`config.mk`:
```
export PLATFORM = sky130hd
export DESIGN_NAME = timer_ctrl
export DESIGN_NICKNAME = d
export VERILOG_FILES = /design/src/rtl/timer_ctrl_pkg.sv /design/src/rtl/sat_counter.sv /design/src/rtl/timer_ctrl.sv
export SDC_FILE = /design/constraint.sdc
export NUM_CORES = 1
export LEC_CHECK = 0
export CAP_MARGIN = 10
export CORE_ASPECT_RATIO = 2
export CORE_MARGIN = 1.5
export CORE_UTILIZATION = 43
export CTS_CLUSTER_DIAMETER = 80
export DETAILED_ROUTE_END_ITERATION = 16
export GPL_ROUTABILITY_DRIVEN = 0
export HOLD_SLACK_MARGIN = 0.08
export MAX_ROUTING_LAYER = met4
export PLACE_DENSITY = 0.76
export SLEW_MARGIN = 20
export SYNTH_ARGS = -nofsm -noshare
export SYNTH_HDL_FRONTEND = slang
export SYNTH_SLANG_ARGS = --single-unit
export TNS_END_PERCENT = 50
```
`constraint.sdc`:
```
create_clock -name clk -period 1.6 [get_ports clk]
set_input_delay 0.32 -clock clk [delete_from_list [all_inputs] [get_ports clk]]
set_output_delay 0.32 -clock clk [all_outputs]
set_load 0.1 [all_outputs]
```
`src/rtl/timer_ctrl_pkg.sv`:
```
// rtl/timer_ctrl_pkg.sv - shared state encoding and default widths for timer_ctrl
package timer_ctrl_pkg;

  localparam int CW_DEFAULT = 4;
  localparam int EW_DEFAULT = 8;

  typedef enum logic [1:0] {
    IDLE = 2'd0,
    LOAD = 2'd1,
    RUN  = 2'd2
  } state_t;

endpackage

```
`src/rtl/sat_counter.sv`:
```
// rtl/sat_counter.sv - up counter that sticks at all-ones
module sat_counter #(
  parameter int WIDTH = 8
) (
  input  logic             clk,
  input  logic             reset_n,
  input  logic             inc,
  output logic [WIDTH-1:0] value
);

  always_ff @(posedge clk or negedge reset_n) begin
    if (!reset_n) begin
      value <= '0;
    end else if (inc && !(&value)) begin
      value <= value + 1'b1;
    end
  end

endmodule

```
`src/rtl/timer_ctrl.sv`:
```
// rtl/timer_ctrl.sv - drives an external loadable counter through start..end periods
module timer_ctrl
  import timer_ctrl_pkg::*;
#(
  parameter int CW = CW_DEFAULT,
  parameter int EW = EW_DEFAULT
) (
  input  logic          clk,
  input  logic          reset_n,
  input  logic          cmd_valid,
  output logic          cmd_ready,
  input  logic [CW-1:0] cmd_start,
  input  logic [CW-1:0] cmd_end,
  input  logic          cmd_periodic,
  input  logic          abort,
  input  logic [CW-1:0] ctr_count,
  output logic          ctr_inc,
  output logic [CW-1:0] ctr_data,
  output logic          busy,
  output logic          expire,
  output logic [EW-1:0] expire_cnt
);

  state_t        state;
  state_t        state_nxt;
  logic [CW-1:0] start_q;
  logic [CW-1:0] end_q;
  logic          periodic_q;
  logic          match;
  logic          hit;

  assign match = (state == RUN) && (ctr_count == end_q);
  assign busy  = (state != IDLE);

  always_ff @(posedge clk or negedge reset_n) begin
    if (!reset_n) begin
      state      <= IDLE;
      start_q    <= '0;
      end_q      <= '0;
      periodic_q <= 1'b0;
      expire     <= 1'b0;
    end else begin
      state  <= state_nxt;
      expire <= hit;
      if (cmd_valid && cmd_ready) begin
        start_q    <= cmd_start;
        end_q      <= cmd_end;
        periodic_q <= cmd_periodic;
      end
    end
  end

  // Holding the counter means reloading it with its own value.
  always_comb begin
    state_nxt = state;
    cmd_ready = 1'b0;
    ctr_inc   = 1'b0;
    ctr_data  = ctr_count;
    hit       = 1'b0;
    case (state)
      IDLE: begin
        cmd_ready = 1'b1;
        if (cmd_valid) state_nxt = LOAD;
      end
      LOAD: begin
        if (abort) begin
          state_nxt = IDLE;
        end else begin
          ctr_data  = start_q;
          state_nxt = RUN;
        end
      end
      RUN: begin
        if (abort) begin
          state_nxt = IDLE;
        end else if (match) begin
          hit = 1'b1;
          if (periodic_q) ctr_data = start_q;
          else            state_nxt = IDLE;
        end else begin
          ctr_inc  = 1'b1;
          ctr_data = start_q;
        end
      end
      default: state_nxt = IDLE;
    endcase
  end

  sat_counter #(
    .WIDTH(EW)
  ) u_expire_cnt (
    .clk     (clk),
    .reset_n (reset_n),
    .inc     (expire),
    .value   (expire_cnt)
  );

endmodule

```
==> impl_metrics.csv, run 1 <==
group,metric,value,unit
critical_path,path_max_fanout,9,
sta,tightest_slew,354,ps
layout,n_fill_cell,180,
drt,drt-initial-drc-count,28,
clock_network,hold_buffers,0,
power,p_per_area,2250,mW/mm2
layout,nets,196,
sta,drv_slew,0,
sta,final.setup.worst_slack,-638,ps
clock_network,cts_max_path_buffers,2,
clock_network,cts-root-buf,"clkbuf_8",
floorplanning,start_util,0.445,
yosys,synthTopCellsByArea,"dfrtp_1, mux2_2, xnor2_1",
global_routing,grt-ovfl-total,0,
drt,vias,1170,
critical_path,worstSetupStartpointType,"flop",
yosys,ys_warn_count,0,
sta,setup_violations,5,
power,power.internal,2.34,mW
sta,fin_skew,4.04,ps
power,max-vdd-ir-drop,1210,uV
status,violations,"negative setup slack",
hold_path,worstHoldPathType,"in -> async",
yosys,synth_top_area_share,0.416,
yosys,yosysTopAreaCell,"dfrtp_1",
global_routing,grtUsageTotal,0.251,
yosys,synth_cells,118,
yosys,async_reset_ff_frac,1.00,
power,p_leak,0.875,nW
clock_network,cts.clk_slew.worst_paths,70,ps
floorplanning,rows,27,
critical_path,cp-end-kind,"output port",
drt,avgRoutedWirePerCell,16.5,um
drt,drt-pass1-iter-count,4,
clock_network,insertion_delay,260,ps
critical_path,crit_type,"reg -> out",
power,pwr-share-clk,0.082,
layout,antenna_cells,0,
drt,ant_nets,0,
power,pwr-share-seq,0.168,
yosys,yosys_most_used_dff,"dfrtp_1",
layout,fin_cells,203,
yosys,synth-edff-count,0,
power,power,4.60,mW
power,combPwrFrac,0.750,
yosys,avgSynthCellArea,10.2,um2
placement,dp_hpwl,2.57,mm
global_routing,grt_pass1_wl,5.47,mm
floorplanning,die_h,77.8,um
clock_network,cts_tree,"yes",
drt,route.detailed.drc,0,
floorplanning,core-area,0.00270,mm2
power,p_sw,2.26,mW
critical_path,cp_data_arrival_time,1920,ps
floorplanning,die_x,40.4,um
clock_network,cts_buffers,3,
sta,maxSlewHeadroom,0.763,
yosys,ys_seq_area_frac,0.416,
floorplanning,io_pins,33,
placement,port_buffers,32,
sta,fin_crit_sh,1.40,
critical_path,required,1280,ps
sta,fmaxAchievable,447,MHz
floorplanning,fp.dieArea,0.00314,mm2
yosys,synth.net_count,139,
sta,hold_viol,0,
sta,finalCriticalPeriod,2240,ps
clock_network,htreeDepth,1,
yosys,synthMostInstantiatedCell,"dfrtp_1",
yosys,ys_top_cells_by_count,"dfrtp_1, nand2_1, mux2_2",
sta,rsz0062_at_grt,"yes",
yosys,yosys.cell_types.count,34,
global_routing,grt_max_degree,21,
power,switching_share,0.491,
yosys,synth_seq_cells,20,
status,status,"complete, but fails checks",
drt,drt_wl_total,3.34,mm
layout,syn2layout_area_growth,70.1,%
clock_network,clock_sinks,20,
global_routing,grt_pass1_vias,1249,
yosys,synth_area,0.00120,mm2
drt,routed_via_density,5.76,
global_routing,grt_antenna_before_repair,0,
layout,drive_above_1_share,0.420,
run,cap_violations,0,
placement,dp.cells,200,
## what timing repair did
action / in CTS / in global routing
setup endpoints to repair: 8 / 6
buffers inserted: 0 / 0
resized for setup: 17 / 0
pin swaps: 8 / 5
## per-layer routing
metal / wire (um) / global-route usage / up-vias
met3: 95 / 0.0229 / 15
met2: 1880 / 0.425 / 40
met1: 1220 / 0.267 / 567
met5: 0 / - / -
li1: - / - / 548
met4: 148 / 0.123 / 0
## registers in the layout, indices dropped and copies added (netlist names)
register and flops:
periodic_q 1, end_q 4, start_q 4, u_expire_cnt.value 8, state 2, expire 1
## power by group through the flow
| stage | sequential (mW) | combinational, mW | clock (mW) |
|---|---|---|---|
| 2_1_floorplan | 0.862 | 1.95 | 0 |
| 3_3_place_gp | 0.762 | 3.20 | 0 |
| 3_5_place_dp | 0.774 | 3.26 | 0 |
| 4_1_cts | 0.774 | 3.46 | 0.385 |
| 5_1_grt | 0.793 | 3.60 | 0.416 |
| 6_report | 0.774 | 3.45 | 0.376 |
## worst max-delay path: stages (launching register included)
cell and delay (ps):
dfrtp_1 370, inv_2 80, ha_4 280, buf_8 130
nor2_1 50, a211oi_2 190, nand2_1 80, o211ai_1 270
buf_12 220
## through the flow
stage | worst slack [ps] | area [um2] | TNS (ps) | util | hold WS [ps]
finish | -638 | 2050 | -2760 | 0.757 | 390
global route | -722 | 2050 | -3160 | 0.757 | 418
CTS | -644 | 2050 | -2770 | 0.757 | 401
detailed placement | -721 | 1930 | -3940 | 0.714 | 522
global placement | -684 | 1930 | -3710 | 0.714 | 513
floorplan | -1300 | 1250 | -14910 | - | 24.4
## path summary, 6_finish.rpt
kind | startpoint | to | cells past startpoint | slack [ps]
worst min-delay path | reset_n | u_expire_cnt.value[5] | 2 | 390
max in group asynchronous | reset_n | state[1] | 2 | 1000
worst min register to register | periodic_q | periodic_q | 1 | 530
min in group clk | periodic_q | periodic_q | 1 | 530
worst max-delay path | state[0] | ctr_data[0] | 8 | -640
worst max register to register | state[1] | state[0] | 7 | 40
## cells by family (layout without fill, tap and decap cells)
group / after synthesis / in the layout / synth area share
and+or+nand+nor: 32 / 32 / 0.141
buffers and inverters: 8 / 64 / 0.0281
xor gates and xnor gates: 9 / 9 / 0.0655
muxes: 10 / 10 / 0.0936
DFF: 20 / 20 / 0.416
adders and majority gates: 4 / 4 / 0.0416
AOI/OAI and AO/OA: 35 / 35 / 0.214
## layout make-up
cell class | instances | area (um2) | share of cell area
multi-input cells | 90 | 761 | 0.372
clock buffers | 4 | 55.1 | 0.0269
well taps | 29 | 36.3 | 0.0177
inverters | 4 | 15.0 | 0.00733
flip-flops and latches | 20 | 500 | 0.244
repair buffers | 56 | 679 | 0.332
## placed cells by master, fill, tap and decap left out, drive strengths merged, types with 3 or more instances in the layout
cell,synthesis,routed
clkdlybuf4s50,0,12
inv,4,4
a21oi,7,7
dlygate4sd2,0,4
a211oi,4,4
nand3,3,3
a22oi,4,4
buf,3,40
clkbuf,1,4
o211ai,9,9
a22o,4,4
ha,4,4
nand2,11,11
mux2,10,10
nor2,5,5
xnor2,8,8
dfrtp,20,20
Power figures use the tool's default switching activity.
==> run 2, diff against run 1 <==
Settings changed: GPL_TIMING_DRIVEN set to 0.
==> impl_metrics.csv, run 2 (same netlist as run 1, synthesis figures left out) <==
group,metric,value,unit
status,status,"complete, but fails checks",
status,violations,"negative setup slack",
floorplanning,core-area,0.00270,mm2
drt,vias,1107,
critical_path,endpoint,"ctr_data[0]",
layout,syn2layout_area_growth,46.3,%
clock_network,clock_sinks,20,
clock_network,cts-root-buf,"clkbuf_8",
power,pwr-share-seq,0.197,
clock_network,cts_buffers,3,
critical_path,worstSetupStartpointType,"flop",
drt,drt_wl_total,3.14,mm
critical_path,slowest_delay,360,ps
global_routing,grt_pass1_vias,1145,
layout,antenna_cells,0,
global_routing,grt_pass1_wl,5.02,mm
layout,utilization,0.651,
drt,drt-initial-drc-count,25,
critical_path,worst_path_most_repeated_cell,"buf_6",
global_routing,grt_max_degree,21,
layout,nets,183,
drt,routed_via_density,5.86,
layout,fin_area,0.00176,mm2
critical_path,r2r_start,"state[1]",
sta,tightest_slew,865,ps
critical_path,cp_cell_sequence,"buf_4, ha_4, buf_6, nand3b_4, or2_4, o211ai_1, buf_6",
critical_path,cp-end-kind,"output port",
drt,avgRoutedWirePerCell,16.6,um
layout,largest_register_ffs,8,
critical_path,crit_slowest_cell,"dfrtp_1",
clock_network,cts_tree,"yes",
power,pwr-share-clk,0.078,
power,p_per_area,2300,mW/mm2
sta,setup_violations,5,
floorplanning,die_x,40.4,um
global_routing,grt-ovfl-total,0,
critical_path,crit_family,"buffers and inverters",
floorplanning,rows,27,
floorplanning,start_util,0.445,
drt,drt-pass1-iter-count,4,
power,p_leak,0.741,nW
floorplanning,io_pins,33,
floorplanning,fp.dieArea,0.00314,mm2
global_routing,grtUsageTotal,0.233,
critical_path,r2r_cells,7,
drt,route.detailed.drc,0,
critical_path,cp_num_cells,7,
sta,rsz0062_at_grt,"yes",
sta,final.setup.worst_slack,-599,ps
sta,fin_skew,3.01,ps
run,cap_violations,0,
power,p_sw,2.17,mW
sta,fmaxAchievable,455,MHz
sta,finalCriticalPeriod,2200,ps
sta,maxSlewHeadroom,0.421,
clock_network,htreeDepth,1,
clock_network,cts_max_path_buffers,2,
hold_path,worstHoldPathType,"reg -> reg",
layout,top_register,"u_expire_cnt.value",
sta,fin_tns_setup,-2660,ps
sta,drv_slew,0,
power,switching_share,0.536,
critical_path,critical_path.startpoint,"state[1]",
layout,largest_registers,"u_expire_cnt.value (8), end_q (4), start_q (4)",
placement,place_area,0.00160,mm2
clock_network,insertion_delay,250,ps
clock_network,cts.clk_slew.worst_paths,60,ps
layout,drive_above_1_share,0.375,
placement,port_buffers,32,
floorplanning,die_h,77.8,um
layout,final_cell_mix,"dfrtp_1, clkdlybuf4s50_1, nand2_1",
drt,ant_nets,0,
critical_path,required,1280,ps
critical_path,cp.buffers_inverters,3,
critical_path,cp_data_arrival_time,1880,ps
critical_path,r2r-end,"state[0]",
critical_path,crit_type,"reg -> out",
power,combPwrFrac,0.725,
sta,hold_viol,0,
layout,final_common_cell,"dfrtp_1",
power,power,4.05,mW
placement,dp_hpwl,2.25,mm
sta,fin_crit_sh,1.37,
critical_path,path_max_fanout,5,
power,max-vdd-ir-drop,1240,uV
global_routing,grt_antenna_before_repair,0,
critical_path,ff2ff_setup_slack,10,ps
power,power.internal,1.88,mW
[run 2: cell count changes in the layout (fill, tap and decap cells not counted), sizes merged]
| cell | delta |
|---|---|
| buf | -18 |
| clkbuf | -1 |
| clkdlybuf4s15 | +4 |
| clkdlybuf4s18 | +1 |
[run 2: repair_timing]
action / CTS / global route
gates resized for setup: 92 / 15
gates cloned: 1 / 0
pin swaps: 13 / 0
buffers inserted: 8 / 0
setup endpoints to repair: 18 / 11
hold buffers: 0 / 0
[run 2: area by class of cell]
class	instances	area, um2
clock buffer	3	41.3
sequential	20	500
inverter	4	15.0
tap	29	36.3
timing repair buffer	41	382
buffer	2	22.5
multi-input combinational	90	763
fill	221	942
[run 2: worst min-delay path by stage]
stage                  to        from  cells after the start
6_report       periodic_q  periodic_q                      1
5_1_grt          end_q[2]    end_q[2]                      1
4_1_cts          end_q[2]    end_q[2]                      1
3_5_place_dp     end_q[2]    end_q[2]                      1
3_3_place_gp     end_q[1]    end_q[1]                      1
2_1_floorplan    end_q[0]     reset_n                      0
[run 2: routing by layer]
| metal | vias to the layer above | part of all wire | GRT usage |
|---|---|---|---|
| li1 | 522 | - | - |
| met3 | 9 | 0.031 | 0.0200 |
| met4 | 0 | 0.035 | 0.123 |
| met1 | 540 | 0.36 | 0.231 |
| met5 | - | 0 | - |
| met2 | 36 | 0.57 | 0.406 |
[run 2: metrics by stage]
| step | hold slack, ps | setup WS [ps] | cells |
|---|---|---|---|
| 3_3_place_gp | 513 | -1690 | 179 |
| 6_report | 528 | -599 | 189 |
| 4_1_cts | 534 | -584 | 190 |
| 2_1_floorplan | 24.4 | -1300 | 118 |
| 5_1_grt | 552 | -673 | 189 |
| 3_5_place_dp | 518 | -1710 | 179 |
[run 2: worst reg2reg max path, delay by kind of cell (launching register included)]
family	cells	cell delay, ps
simple gates	2	370
compound gates	1	230
fa+ha+maj	1	140
buf+inv	3	400
flops	1	360
[run 2: power groups by stage]
stage / Clock, mW / Combinational [mW] / Sequential, mW
3_5_place_dp: 0 / 2.59 / 0.808
2_1_floorplan: 0 / 1.95 / 0.862
5_1_grt: 0.347 / 3.07 / 0.817
3_3_place_gp: 0 / 2.54 / 0.797
4_1_cts: 0.327 / 2.89 / 0.794
6_report: 0.316 / 2.94 / 0.796
